### src/rtl/pdmafifo_read_ctrl.sv
// pdmafifo_read_ctrl
//   Read-side controller for the PDMA FIFO RAM. It owns the read pointer and
//   compares it with the write pointer. It issues read address and enable to a
//   pipelined RAM that has RD_LAT cycles of read latency. Returned words go into
//   a small circular skid buffer, which drives a valid/ready stream. The read
//   pointer, including its wrap bit, is handed back so the writer can compute
//   full.
//
// Ports
//   clk         single clock for the block
//   rst_n       asynchronous active-low reset
//   wptr        write pointer with wrap bit (AWIDTH+1), clk-synchronous
//   flush       one-cycle flush: drops unread, in-flight and buffered data
//   ren         RAM read enable
//   raddr       RAM read address (AWIDTH)
//   rdata       RAM read data, valid RD_LAT cycles after ren
//   rptr        read pointer with wrap bit (AWIDTH+1), to the write side
//   dout        stream data (head of the skid buffer)
//   dout_valid  dout holds a word
//   dout_ready  consumer accepts dout this cycle
//   empty       nothing left in RAM, in flight or buffered
module pdmafifo_read_ctrl #(
  parameter int DWIDTH  = 32,
  parameter int AWIDTH  = 7,
  parameter int RD_LAT  = 2,
  parameter int BUF_DEP = 3
) (
  input  logic              clk,
  input  logic              rst_n,
  input  logic [AWIDTH:0]   wptr,
  input  logic              flush,
  output logic              ren,
  output logic [AWIDTH-1:0] raddr,
  input  logic [DWIDTH-1:0] rdata,
  output logic [AWIDTH:0]   rptr,
  output logic [DWIDTH-1:0] dout,
  output logic              dout_valid,
  input  logic              dout_ready,
  output logic              empty
);

  localparam int CW = $clog2(BUF_DEP + 1);
  localparam int IW = (BUF_DEP > 1) ? $clog2(BUF_DEP) : 1;
  localparam int OW = $clog2(BUF_DEP + RD_LAT + 1) + 1;

  logic [AWIDTH:0]   rptr_reg;
  logic [RD_LAT-1:0] vpipe_reg;
  logic [RD_LAT-1:0] vpipe_next;
  logic [IW-1:0]     head_reg;
  logic [IW-1:0]     tail_reg;
  logic [CW-1:0]     count_reg;
  logic [DWIDTH-1:0] buf_mem [BUF_DEP];

  logic          ram_empty;
  logic          push;
  logic          pop;
  logic [OW-1:0] inflight;
  logic [OW-1:0] occ;

  function automatic logic [IW-1:0] next_idx(input logic [IW-1:0] idx);
    return (idx == IW'(BUF_DEP - 1)) ? '0 : idx + IW'(1);
  endfunction

  assign ram_empty  = (rptr_reg == wptr);
  assign raddr      = rptr_reg[AWIDTH-1:0];
  assign rptr       = rptr_reg;
  assign dout_valid = (count_reg != '0);
  // Hold dout at zero while nothing is buffered so reset and idle look clean.
  assign dout       = dout_valid ? buf_mem[head_reg] : '0;
  assign pop        = dout_valid & dout_ready;
  // The tail of the valid pipe marks the cycle in which rdata belongs to us.
  assign push       = vpipe_reg[RD_LAT-1];

  always_comb begin
    inflight = '0;
    for (int i = 0; i < RD_LAT; i++) begin
      inflight = inflight + OW'(vpipe_reg[i]);
    end
  end

  assign occ = inflight + OW'(count_reg);

  // Credit check: every issued read has a guaranteed buffer slot. A pop in
  // the same cycle frees one slot, so streaming continues at full rate.
  assign ren   = !ram_empty && !flush && ((occ - OW'(pop)) < OW'(BUF_DEP));
  assign empty = ram_empty && (occ == '0);

  always_comb begin
    vpipe_next    = vpipe_reg << 1;
    vpipe_next[0] = ren;
  end

  always_ff @(posedge clk or negedge rst_n) begin
    if (!rst_n) begin
      rptr_reg  <= '0;
      vpipe_reg <= '0;
      head_reg  <= '0;
      tail_reg  <= '0;
      count_reg <= '0;
    end else if (flush) begin
      // Jump over all unread data. Any rdata still in the RAM pipeline is
      // ignored because its valid marker is cleared here.
      rptr_reg  <= wptr;
      vpipe_reg <= '0;
      head_reg  <= '0;
      tail_reg  <= '0;
      count_reg <= '0;
    end else begin
      if (ren) begin
        rptr_reg <= rptr_reg + (AWIDTH+1)'(1);
      end
      vpipe_reg <= vpipe_next;
      if (push) begin
        tail_reg <= next_idx(tail_reg);
      end
      if (pop) begin
        head_reg <= next_idx(head_reg);
      end
      count_reg <= count_reg + CW'(push) - CW'(pop);
    end
  end

  // Buffer storage has no reset. dout is masked while the buffer is empty.
  always_ff @(posedge clk) begin
    if (push && !flush) begin
      buf_mem[tail_reg] <= rdata;
    end
  end

endmodule

### config.mk
export PLATFORM = sky130hd
export DESIGN_NAME = pdmafifo_read_ctrl
export DESIGN_NICKNAME = d
export VERILOG_FILES = /design/src/rtl/pdmafifo_read_ctrl.sv
export SDC_FILE = /design/constraint.sdc
export NUM_CORES = 1
export LEC_CHECK = 0
export ABC_AREA = 1
export CAP_MARGIN = 20
export CORE_ASPECT_RATIO = 0.8
export CORE_MARGIN = 2
export CORE_UTILIZATION = 40
export CTS_CLUSTER_SIZE = 14
export DETAILED_ROUTE_END_ITERATION = 12
export SETUP_SLACK_MARGIN = 0.2
export SLEW_MARGIN = 15
export SYNTH_ARGS = -nofsm -noshare
export SYNTH_HDL_FRONTEND = slang
export SYNTH_SLANG_ARGS = --single-unit
### constraint.sdc
create_clock -name clk -period 3.6 [get_ports clk]
set_input_delay 0.9 -clock clk [delete_from_list [all_inputs] [get_ports clk]]
set_output_delay 0.9 -clock clk [all_outputs]
set_load 0.01 [all_outputs]
---- Word level (Yosys, flattened, before mapping) ----
Memories as Yosys holds them, arrays and structs flattened.
Cells that the tools add are included.
storage, ports and cells
  bits in registers ....................... 16
  logic and storage cells ................. 43
  RAM bits ................................ 96
  memories ................................ 1
  input bits .............................. 44
cells by class
  bitwise gates (word level) .............. 1
  magnitude comparators ................... 1
  add/sub/neg operators ................... 8
  eq/ne operators ......................... 3
  mux-type cells .......................... 13
  reduce and logical (&&, ||, !) cells .... 11
memories
  name     depth  width  read ports  clocked after memory_dff  wr ports  RTL line  RTL
  buf_mem  3      32     1           0                         1         52        logic [DWIDTH-1:0] buf_mem [BUF_DEP];
operators with widths
  kind                   count
  $mux W32               1
  $mux W2                8
  $mux W8                2
  $add A8 B1 Y8 const B  1
  $eq A8 B8 Y1           1
  $reduce_bool A2 Y1     4
  $add A2 B1 Y2 const B  2
  $eq A2 B2 Y1 const B   2
  $logic_and A1 B1 Y1    4
  $logic_not A4 Y1       1
  $lt A4 B2 Y1 const B   1
  $sub A3 B1 Y4          1
  $add A2 B2 Y3          1
  $add A1 B1 Y2          1
  $add A2 B1 Y2          1
  $logic_not A1 Y1       2
  $mux W1                2
  $sub A2 B1 Y2          1
  $and A1 B1 Y1          1

---- Logic depth before layout (Yosys ltp) ----
Gate-level depths: netlist of run 1.
  depth in word-level cells ............... 7
  depth in mapped cells ................... 13
  depth with buffers taken out ............ 13

---- Worst setup path after synthesis of run 1 ----
OpenSTA, ideal clock, no wires.
  kind .................................... input-to-reg
  from .................................... input flush
  to ...................................... memory buf_mem[2][0] (enable)
  path slack .............................. -0.379 ns
  stages on the path ...................... 4
  arrival time ............................ 3.518 ns
  path through ............................ inv_1 buf_2 nand2_1 nor3_1
on the way
  cells in the longest elaborated chain, start to end .. 4
RTL lines
  item                           RTL line  RTL
  start: declaration             31        input logic flush,
  $logic_not A1 Y1               125       if (push && !flush) begin
  $logic_and A1 B1 Y1            125
  $mux W1                        125
  $mux W1 (implied by the code)  126       buf_mem[tail_reg] <= rdata;
  end: declaration               52
Every way passes these cells.

---- Worst setup path in the final report of run 1 ----
  from .................................... input dout_ready
  to ...................................... output ren
on the way
  cells in the longest elaborated chain, start to end .. 4
RTL lines
  item                 RTL line  RTL
  start: declaration   38        input logic dout_ready,
  $and A1 B1 Y1        70        assign pop = dout_valid & dout_ready;
  $sub A3 B1 Y4        85        assign ren = !ram_empty && !flush && ((occ - OW'(pop)) < OW'(BUF_DEP));
  $lt A4 B2 Y1         85
  $logic_and A1 B1 Y1  85
  end: declaration     32        output logic ren,
Every way passes these cells.

==> metrics.txt, run 1 <==
die width 128 microns; CP max FO 2; Ports between 90 and 100; hold_buf cts 0; Root Buffer clkbuf_16; Slew @ Worst Pin 773 ps; TritonCTS buffer count 9; Net Count, Synth around 530; Slew Viols, Final 0; core area 0.0121 sq mm; crit path buf inv count 4; share of cells above drive strength 1 0.0810; initial antenna violation count 0; setup violators final 0; cell area after synthesis 0.00494 sq mm; vias in the first global route approximately 3200; nature of the critical path endpoint primary output; Synth Register Bits roughly 110; cells after synthesis 478; number of flip-flops in the largest register 96; starting density of the core 0.407; PD cells around 670 mW/mm^2; gr usage total 0.156; Die ar. about 0.013 sq mm; Crit path max-delay family buffers and inverters; final hold vios 0; vias ~3300; Max Clock Skew just under 9 ps; crit-path cells clkdlybuf4s50_1 -> nand2_1 -> inv_1 -> ha_2 -> ha_2 -> o21ai_1 -> nor2_1 -> nand2_2 -> inv_1 -> buf_2; average wire per standard cell ~14 microns; post-synthesis sequential area ratio 0.665; Sink Count about 110; Critical Path AT approximately 2400 ps; DRT Wirelength between 10000 and 15000 microns; DR iter-0 viols around 170; Clock Latency Late Sink between 300 and 400 ps; Max IR drop VDD 0.000348 V; critical path type in -> out; num rows 36; Maximum Capacitance Violations 0; crit share post-route 0.915; antenna-violating nets left 0; largest net degree at the start of global routing 34; Synth Warn # 0; max incr delay on CP between 400 and 500 ps; hold slack ~500 ps; Distinct cells, synth 24; Cells after DPL between 700 and 800; first-pass GRT wire length around 16000 microns; Longest Clk Path Bufs 2; IO buf count 93; Pleak approximately 2.7 nW; Rel. slew slack 0.483; worst min-delay path category reg -> reg; Via density between 4 and 5; unrepaired setup endpoints after global routing no; Min Clock Period, post-route between 3000 and 4000 ps; area grow syn2layout 29.3%; NumNets Final 626; DIE HEIGHT between 100 and 150 microns; htree depth 3; non-filler cells, final 732; number of antenna diodes 0; Final GP Congestion around 0.75; remaining global-route overflow 0; Avg Inst Size Synth a little over 10 sq um; Worst path slowest cell clkdlybuf4s50_1; Final HPWL DP 6460 microns; startpoint types input pin; CTS tree done; highest clock rate approximately 0.30 GHz; Power Total ~4.2 mW; status complete, no violations; DRC violations left 0; clock slew seen by the registers of the worst setup and hold paths about 70 ps; Pre-antenna DRT Iters 5; Worst EP required between 2000 and 3000 ps
-- worst paths after layout --
path,from,to,slack (ps),cells after the start
worst max-delay path,dout_ready,ren,310,10
worst min-delay path,vpipe_reg[0],vpipe_reg[1],490,2
worst max register to register,vpipe_reg[1],rptr[5],1220,13
worst min register to register,vpipe_reg[0],vpipe_reg[1],490,2
max in group asynchronous,rst_n,tail_reg[1],2110,1
min in group asynchronous,rst_n,rptr[3],1000,1
-- through the flow --
| step | instance area [sq um] | util | TNS [ps] | worst slack, ps |
|---|---|---|---|---|
| floorplan | 4940 | - | 0 | 478 |
| CTS | 6380 | 0.526 | 0 | 233 |
| finish | 6380 | 0.527 | 0 | 307 |
| global route | 6380 | 0.527 | 0 | 208 |
| global placement | 6070 | 0.501 | -171 | -171 |
| detailed placement | 6070 | 0.501 | -183 | -183 |
-- kinds of logic after synthesis --
| family | count (synthesis) | share of synthesized area |
|---|---|---|
| AND/OR/NAND/NOR | 254 | 0.213 |
| flip-flops | 112 | 0.665 |
| buffers and inverters | 84 | 0.0730 |
| AO/OA/AOI/OAI | 12 | 0.0132 |
| XOR/XNOR | 9 | 0.0160 |
| adder cells (fa/ha/maj) | 7 | 0.0193 |
-- layout by cell type, fill, tap and decap left out, types with 2 or more instances in the layout --
cell | netlist | routed
clkinv_1 | 1 | 2
edfxtp_1 | 96 | 96
nand2_2 | 2 | 2
clkdlybuf4s50_1 | 0 | 91
nand3_2 | 5 | 5
dfrtp_1 | 16 | 16
clkbuf_16 | 0 | 9
nand3_1 | 42 | 42
o21ai_1 | 1 | 3
o22ai_1 | 2 | 2
xor2_1 | 3 | 3
ha_1 | 6 | 4
inv_1 | 59 | 59
ha_2 | 0 | 2
nor2_1 | 10 | 8
buf_4 | 7 | 17
nor2_4 | 0 | 3
xnor2_1 | 6 | 6
nand2_1 | 190 | 190
o21ai_0 | 8 | 6
-- report_power, final --
group | switching, mW | internal [mW] | total [mW]
clock | 0.442 | 0.545 | 0.987
sequential | 0.115 | 1.53 | 1.65
combinational | 0.853 | 0.759 | 1.61
total | 1.41 | 2.84 | 4.25
-- synthesized netlist by cell type --
| master | count | share of area |
|---|---|---|
| nor2_2 | 2 | 0.0025 |
| xor2_1 | 3 | 0.0053 |
| nand3b_1 | 1 | 0.0015 |
| nand2_1 | 190 | 0.14 |
| dfrtp_1 | 16 | 0.081 |
| clkbuf_1 | 7 | 0.0053 |
| buf_6 | 1 | 0.0023 |
| o31ai_1 | 1 | 0.0015 |
| o21ai_0 | 8 | 0.0081 |
| nor2_1 | 10 | 0.0076 |
| o22ai_1 | 2 | 0.0025 |
| o21ai_1 | 1 | 0.0010 |
| clkinv_1 | 1 | 0.00076 |
| nand2_2 | 2 | 0.0025 |
| buf_4 | 7 | 0.011 |
| edfxtp_1 | 96 | 0.58 |
| ha_1 | 6 | 0.015 |
| xnor2_1 | 6 | 0.011 |
| fa_1 | 1 | 0.0041 |
| nor3_1 | 2 | 0.0020 |
| nand3_1 | 42 | 0.043 |
| buf_2 | 9 | 0.0091 |
| inv_1 | 59 | 0.045 |
| nand3_2 | 5 | 0.010 |
-- timing repair --
| action | 4_1_cts | 5_1_grt |
|---|---|---|
| setup buffers | 1 | 0 |
| setup endpoints to repair | 2 | 1 |
| resized for setup | 6 | 4 |
| pin swaps | 2 | 2 |
-- tightest hold or removal path: cells and delay by family, from the launching register on --
kind / cells / cell delay (ps)
flops: 1 / 320
simple gates: 1 / 80
buf+inv: 1 / 60
-- cell type report --
type,instances,area (sq um)
multi-input cells,282,1330
clock buffers,10,229
fillers,1078,5740
repair buffers,110,1050
clock inverters,6,67.6
flip-flops and latches,112,3280
well taps,152,190
inverters,60,225
-- per-layer routing --
metal  vias to the layer above  share of wire  GRT usage
li1                       1726              -          -
met1                      1554           0.50      0.215
met2                        62           0.46      0.252
met3                         4          0.038     0.0381
met4                         0         0.0046     0.0431
met5                         -              0          0
Note: power is estimated with default switching activity, not from simulation.
==> inputs of run 2 (changes only) <==
ABC_CLOCK_PERIOD_IN_PS = 3500   (was unset)
CORE_ASPECT_RATIO = unset   (was 0.8)
clock period = 3.5 ns   (was 3.6 ns; I/O delays follow)
==> run 2 against run 1 <==
Global-route usage rose by 0.61 points. Via count rose by 2.1%. Non-clock buffer count did not move. Cell area fell by 0.37%. Clock skew fell by 0.81 ps. First-iteration DRC count fell by 4.7%. Clock-buffer cell count fell by 1. Hold slack improved by 20 ps. Sequential share of layout area rose by 0.19 points. Critical path type is now reg -> out. Largest power group unchanged.
==> metrics.txt, run 2 (synthesized netlist as in run 1, its figures left out) <==
FF-to-FF path depth 11 (-2); setup violators final 0 (unchanged); sequential share of power 0.393 (+0.005); Root Buffer clkbuf_16; most common cell after layout, fill and taps aside nand2_1; final hold vios 0 (unchanged); DRT Wirelength 10000 microns (+0.27%); NumNets Final 626 (unchanged); Die ar. 0.0132 sq mm (about the same); Ports 94 (unchanged); Max Clock Skew 8.02 ps (-0.805 ps); Final HPWL DP 6410 microns (-0.73%); Rel. slew slack 0.473 (-0.0102); Net Sw Frac 0.337 (+0.00504); crit-path cells inv_1 -> fa_2 -> ha_2 -> ha_2 -> xnor2_1 -> o21ai_1 -> nor2_1 -> nand2_2 -> inv_1 -> buf_2; Slew Viols, Final 0 (unchanged); layout filler cell count 1099 (+1.9%); Cells after DPL 710 (-0.70%); IO buf count 93 (unchanged); unrepaired setup endpoints after global routing no; nature of the critical path endpoint primary output; num rows 40 (+11%); PD cells 678 mW/mm^2 (+1.9%); Clock Latency Late Sink 340 ps (about the same); die width 115 microns (-10%); Comb pwr share 0.386 (+0.006); htree depth 3 (unchanged); CTS tree done; Sw Pwr 1.45 mW (+3.0%); starting density of the core 0.411 (+0.00356); share of cells above drive strength 1 0.0864 (+0.00532); non-filler cells, final 726 (-0.82%); Slew @ Worst Pin 788 ps (+15.3 ps); initial antenna violation count 0 (unchanged); highest clock rate around 0.32 GHz; commonest cells after routing, fill and taps aside nand2_1, edfxtp_1, clkdlybuf4s50_1, inv_1, nand3_1; vias in the first global route 3341 (+4.3%); area grow syn2layout 28.8%; DR iter-0 viols 163 (-4.7%); internal power 2.86 mW (+0.73%); number of antenna diodes 0 (unchanged); max incr delay on CP 470 ps (about the same); core area 0.0120 sq mm (-0.87%); Worst EP required 2620 ps (-80 ps); status complete, no violations; TritonCTS buffer count 9 (unchanged); Sink Count 112 (unchanged); CP max FO 3 (+1); Final GP Congestion 0.756 (+1.2%); DIE HEIGHT 115 microns (+11%); first-pass GRT wire length 16400 microns (+4.4%); startpoint types flip-flop; post-placement cell area 0.00607 sq mm (-0.10%); DRC violations left 0 (unchanged); average wire per standard cell 13.8 microns (+1.1%); crit share post-route 0.897; largest net degree at the start of global routing 34 (unchanged); Multi-input gate area 0.00133 sq mm (unchanged); antenna-violating nets left 0 (unchanged); Via density 4.70 (+2.9%); Pleak 2.70 nW (-0.36%); gr usage total 0.163 (+0.00608); register area 0.00328 sq mm (unchanged); clock slew seen by the registers of the worst setup and hold paths 70 ps (about the same); vias 3415 (+2.1%); Min Clock Period, post-route 3140 ps; Critical Path AT 2260 ps (-130 ps); Worst path slowest cell fa_2; number of flip-flops in the largest register 96 (unchanged); final instance area 0.00636 sq mm (-0.37%); remaining global-route overflow 0 (unchanged); hold depth 2 (unchanged); Pre-antenna DRT Iters 5 (unchanged); critical path type reg -> out; Max IR drop VDD 0.000345 V (-1.1%); worst min-delay path category reg -> reg; Clk pwr share 0.221 (-0.012); Longest Clk Path Bufs 2 (unchanged); Maximum Capacitance Violations 0 (unchanged)
[run 2: per-layer routing]
layer | GRT usage | vias to the layer above | wire length (microns)
li1 | - | 1728 | -
met1 | 0.208 | 1610 | 4440
met2 | 0.281 | 69 | 5120
met3 | 0.0258 | 8 | 362
met4 | 0.0594 | 0 | 120
met5 | 0 | - | 0
[run 2: final cells by class]
| type | count | share of cell area |
|---|---|---|
| Tap cell | 147 | 0.0289 |
| Multi-Input combinational cell | 282 | 0.210 |
| Sequential cell | 112 | 0.516 |
| Timing Repair Buffer | 110 | 0.166 |
| Clock buffer | 9 | 0.0354 |
| Inverter | 60 | 0.0354 |
| Clock inverter | 6 | 0.00807 |
[run 2: final timing paths]
| check | slack (ps) | to | start |
|---|---|---|---|
| setup / recovery | 360 | ren | vpipe_reg[1] |
| hold / removal | 510 | vpipe_reg[1] | vpipe_reg[0] |
| setup reg to reg | 1180 | rptr[0] | vpipe_reg[1] |
| hold reg to reg | 510 | vpipe_reg[1] | vpipe_reg[0] |
| max in group asynchronous | 2010 | count_reg[0] | rst_n |
| min in group asynchronous | 990 | rptr[6] | rst_n |
[run 2: power by group through the flow]
stage	sequential [mW]	clock, mW	combinational [mW]
after floorplan	1.72	0	0.918
after global placement	1.72	0	1.66
after detailed placement	1.72	0	1.68
after CTS	1.69	0.978	1.69
after global routing	1.71	1.04	1.87
final	1.69	0.953	1.66
[run 2: worst max-delay path, delay by kind of cell, from the launching register on]
kind            cells  cell delay, ps
xor+xnor            1             130
flops               1             400
fa+ha+maj           3             850
simple gates        2             190
compound gates      1              80
buf+inv             3             290
[run 2: through the flow]
step           TNS (ps)  setup WS [ps]  power, mW   util  hold WS, ps
2_1_floorplan         0            403       2.64      -          466
3_3_place_gp       -249           -249       3.38  0.505          486
3_5_place_dp       -266           -266       3.41  0.505          500
4_1_cts               0           73.1       4.37  0.528          517
5_1_grt               0            202       4.62  0.529          560
6_report              0            361       4.31  0.529          512
[run 2: repair_timing]
item | in CTS | in global routing
pin swaps | 2 | 3
endpoints found under the setup margin | 2 | 1
hold buffers | 0 | 0
setup buffers | 0 | 1
gates resized for setup | 6 | 7
==> inputs of run 3 (changes only) <==
CORE_UTILIZATION = 52   (was 40)
PLACE_DENSITY = 0.8   (was unset)
SETUP_SLACK_MARGIN = unset   (was 0.2)
==> run 3 against run 2 <==
Critical path depth shrank 2. Total power shrank 5.9%. Highest routed layer unchanged. Fmax shrank 7.6%. Setup slack lost 260 ps. Clock power shrank 26%. Clock skew grew 3.3 ps. Critical path type is now in -> out. Global-route usage grew 4.2 points.
==> metrics.txt, run 3 (synthesized netlist as in run 1, its figures left out) <==
sequential share of power 0.419 (+0.026); nature of the critical path endpoint primary output; share of cells above drive strength 1 0.0747 (-0.0117); Slew @ Worst Pin 785 ps (-3.21 ps); vias in the first global route 3535 (+5.8%); average wire per standard cell 14.2 microns (+2.6%); antenna-violating nets left 0 (unchanged); Clock Latency Late Sink 360 ps (+20 ps); final instance area 0.00620 sq mm (-2.5%); hold depth 2 (unchanged); Ports 94 (unchanged); Clk pwr share 0.174 (-0.047); crit share post-route 0.971 (+0.0741); CTS tree done; Via density 4.97 (+5.6%); NumNets Final 623 (-0.48%); clock slew seen by the registers of the worst setup and hold paths 110 ps (+40 ps); number of antenna diodes 0 (unchanged); Slew Viols, Final 0 (unchanged); final hold vios 0 (unchanged); FF-to-FF path depth 14 (+3); status complete, no violations; Comb pwr share 0.407 (+0.021); hold_buf cts 0 (unchanged); Net Sw Frac 0.353 (+0.0159); Final GP Congestion 0.830 (+9.7%); Cells after DPL 689 (-3.0%); first-pass GRT wire length 16200 microns (-0.97%); largest net degree at the start of global routing 34 (unchanged); DRC violations left 0 (unchanged); DIE HEIGHT 101 microns (-12%); Rel. slew slack 0.475 (+0.00214); CP max FO 2 (-1); starting density of the core 0.534 (+0.123); hold slack 534 ps (+22.6 ps); Pre-antenna DRT Iters 4 (-1); Max Clock Skew 11.3 ps (+3.29 ps); setup violators final 0 (unchanged); Pleak 2.63 nW (-2.5%); most common cell after layout, fill and taps aside nand2_1; initial antenna violation count 0 (unchanged); Final HPWL DP 6590 microns (+2.8%); unrepaired setup endpoints after global routing no; Sink Count 112 (unchanged); Multi-input gate area 0.00132 sq mm (-0.75%); htree depth 3 (unchanged); TritonCTS buffer count 9 (unchanged); post-placement cell area 0.00602 sq mm (-0.82%); PD cells 654 mW/mm^2 (-3.6%); Maximum Capacitance Violations 0 (unchanged); vias 3503 (+2.6%); register area 0.00328 sq mm (unchanged); Final Util 0.671 (+0.142); startpoint types input pin; IO buf count 93 (unchanged); num rows 35 (-13%); layout filler cell count 690 (-37%); Root Buffer clkbuf_8; Longest Clk Path Bufs 2 (unchanged); Die ar. 0.0103 sq mm (-22%); Max IR drop VDD 0.000339 V (-1.7%); critical path type in -> out; Setup TNS 0 ps (unchanged); highest clock rate 0.294 GHz (-7.6%); internal power 2.62 mW (-8.2%); DRT Wirelength 10000 microns (-0.39%); DR iter-0 viols 163 (unchanged); Sw Pwr 1.43 mW (-1.5%); area grow syn2layout 25.6%; number of flip-flops in the largest register 96 (unchanged); core area 0.00924 sq mm (-23%); worst min-delay path category reg -> reg; non-filler cells, final 705 (-2.9%); die width 101 microns (-12%); commonest cells after routing, fill and taps aside nand2_1, edfxtp_1, clkdlybuf4s50_1, inv_1, nand3_1; gr usage total 0.205 (+0.0425); remaining global-route overflow 0 (unchanged); Critical Path AT 2520 ps (+260 ps); Worst EP required 2620 ps (about the same); Min Clock Period, post-route 3400 ps (+259 ps)
-- run 3: cell count changes in the layout (fill, tap and decap cells not counted), moves of 2 or more --
cell / before / now
buf_4: 17 / 14
clkbuf_16: 9 / 0
clkbuf_8: 0 / 9
clkdlybuf4s50_1: 90 / 92
clkinv_4: 0 / 2
clkinvlp_4: 2 / 0
-- run 3: worst max-delay path, stage by stage --
cell and delay (ps):
clkdlybuf4s50_1 490, nand2_1 60, nand2_1 80, nand2_1 50
nor2_1 120, nand2_1 100, nor3_1 170, clkdlybuf4s50_1 580
-- run 3: through the flow --
step                worst slack, ps  power, mW
finish                          102       4.05
global route                   10.5       4.31
CTS                            3.83       4.07
detailed placement             -296       3.38
global placement               -264       3.33
floorplan                       403       2.64
-- run 3: area by class of cell --
cell class                      count  area share
Multi-Input combinational cell    282       0.213
Inverter                           60      0.0363
Timing Repair Buffer              107       0.166
Tap cell                          129      0.0260
Clock buffer                        9      0.0200
Clock inverter                      6     0.00847
Sequential cell                   112       0.529
-- run 3: path summary, 6_finish.rpt --
path                              startpoint      endpoint  slack, ps
worst max-delay path                 wptr[1]         empty        100
worst min-delay path            vpipe_reg[0]  vpipe_reg[1]        530
worst max register to register  vpipe_reg[1]       rptr[7]        990
worst min register to register  vpipe_reg[0]  vpipe_reg[1]        530
max in group asynchronous              rst_n   tail_reg[0]       2040
min in group asynchronous              rst_n       rptr[7]        960
-- run 3: repair_timing --
action / 4_1_cts / 5_1_grt
setup buffers: 0 / 1
setup endpoints to repair: 1 / 1
pin swaps: 3 / 3
resized for setup: 3 / 4
gates cloned: 0 / 0
-- run 3: power groups by stage --
stage	sequential [mW]	combinational, mW	clock (mW)
final	1.70	1.65	0.705
after global routing	1.72	1.83	0.761
after CTS	1.70	1.66	0.712
after detailed placement	1.73	1.66	0
after global placement	1.72	1.61	0
after floorplan	1.72	0.918	0
-- run 3: metal layers --
layer | up-vias | share of wire | GRT usage
met2 | 105 | 0.53 | 0.348
met5 | - | 0 | 0
met4 | 0 | 0.014 | 0.0863
met1 | 1668 | 0.42 | 0.267
met3 | 12 | 0.039 | 0.0283
li1 | 1718 | - | -
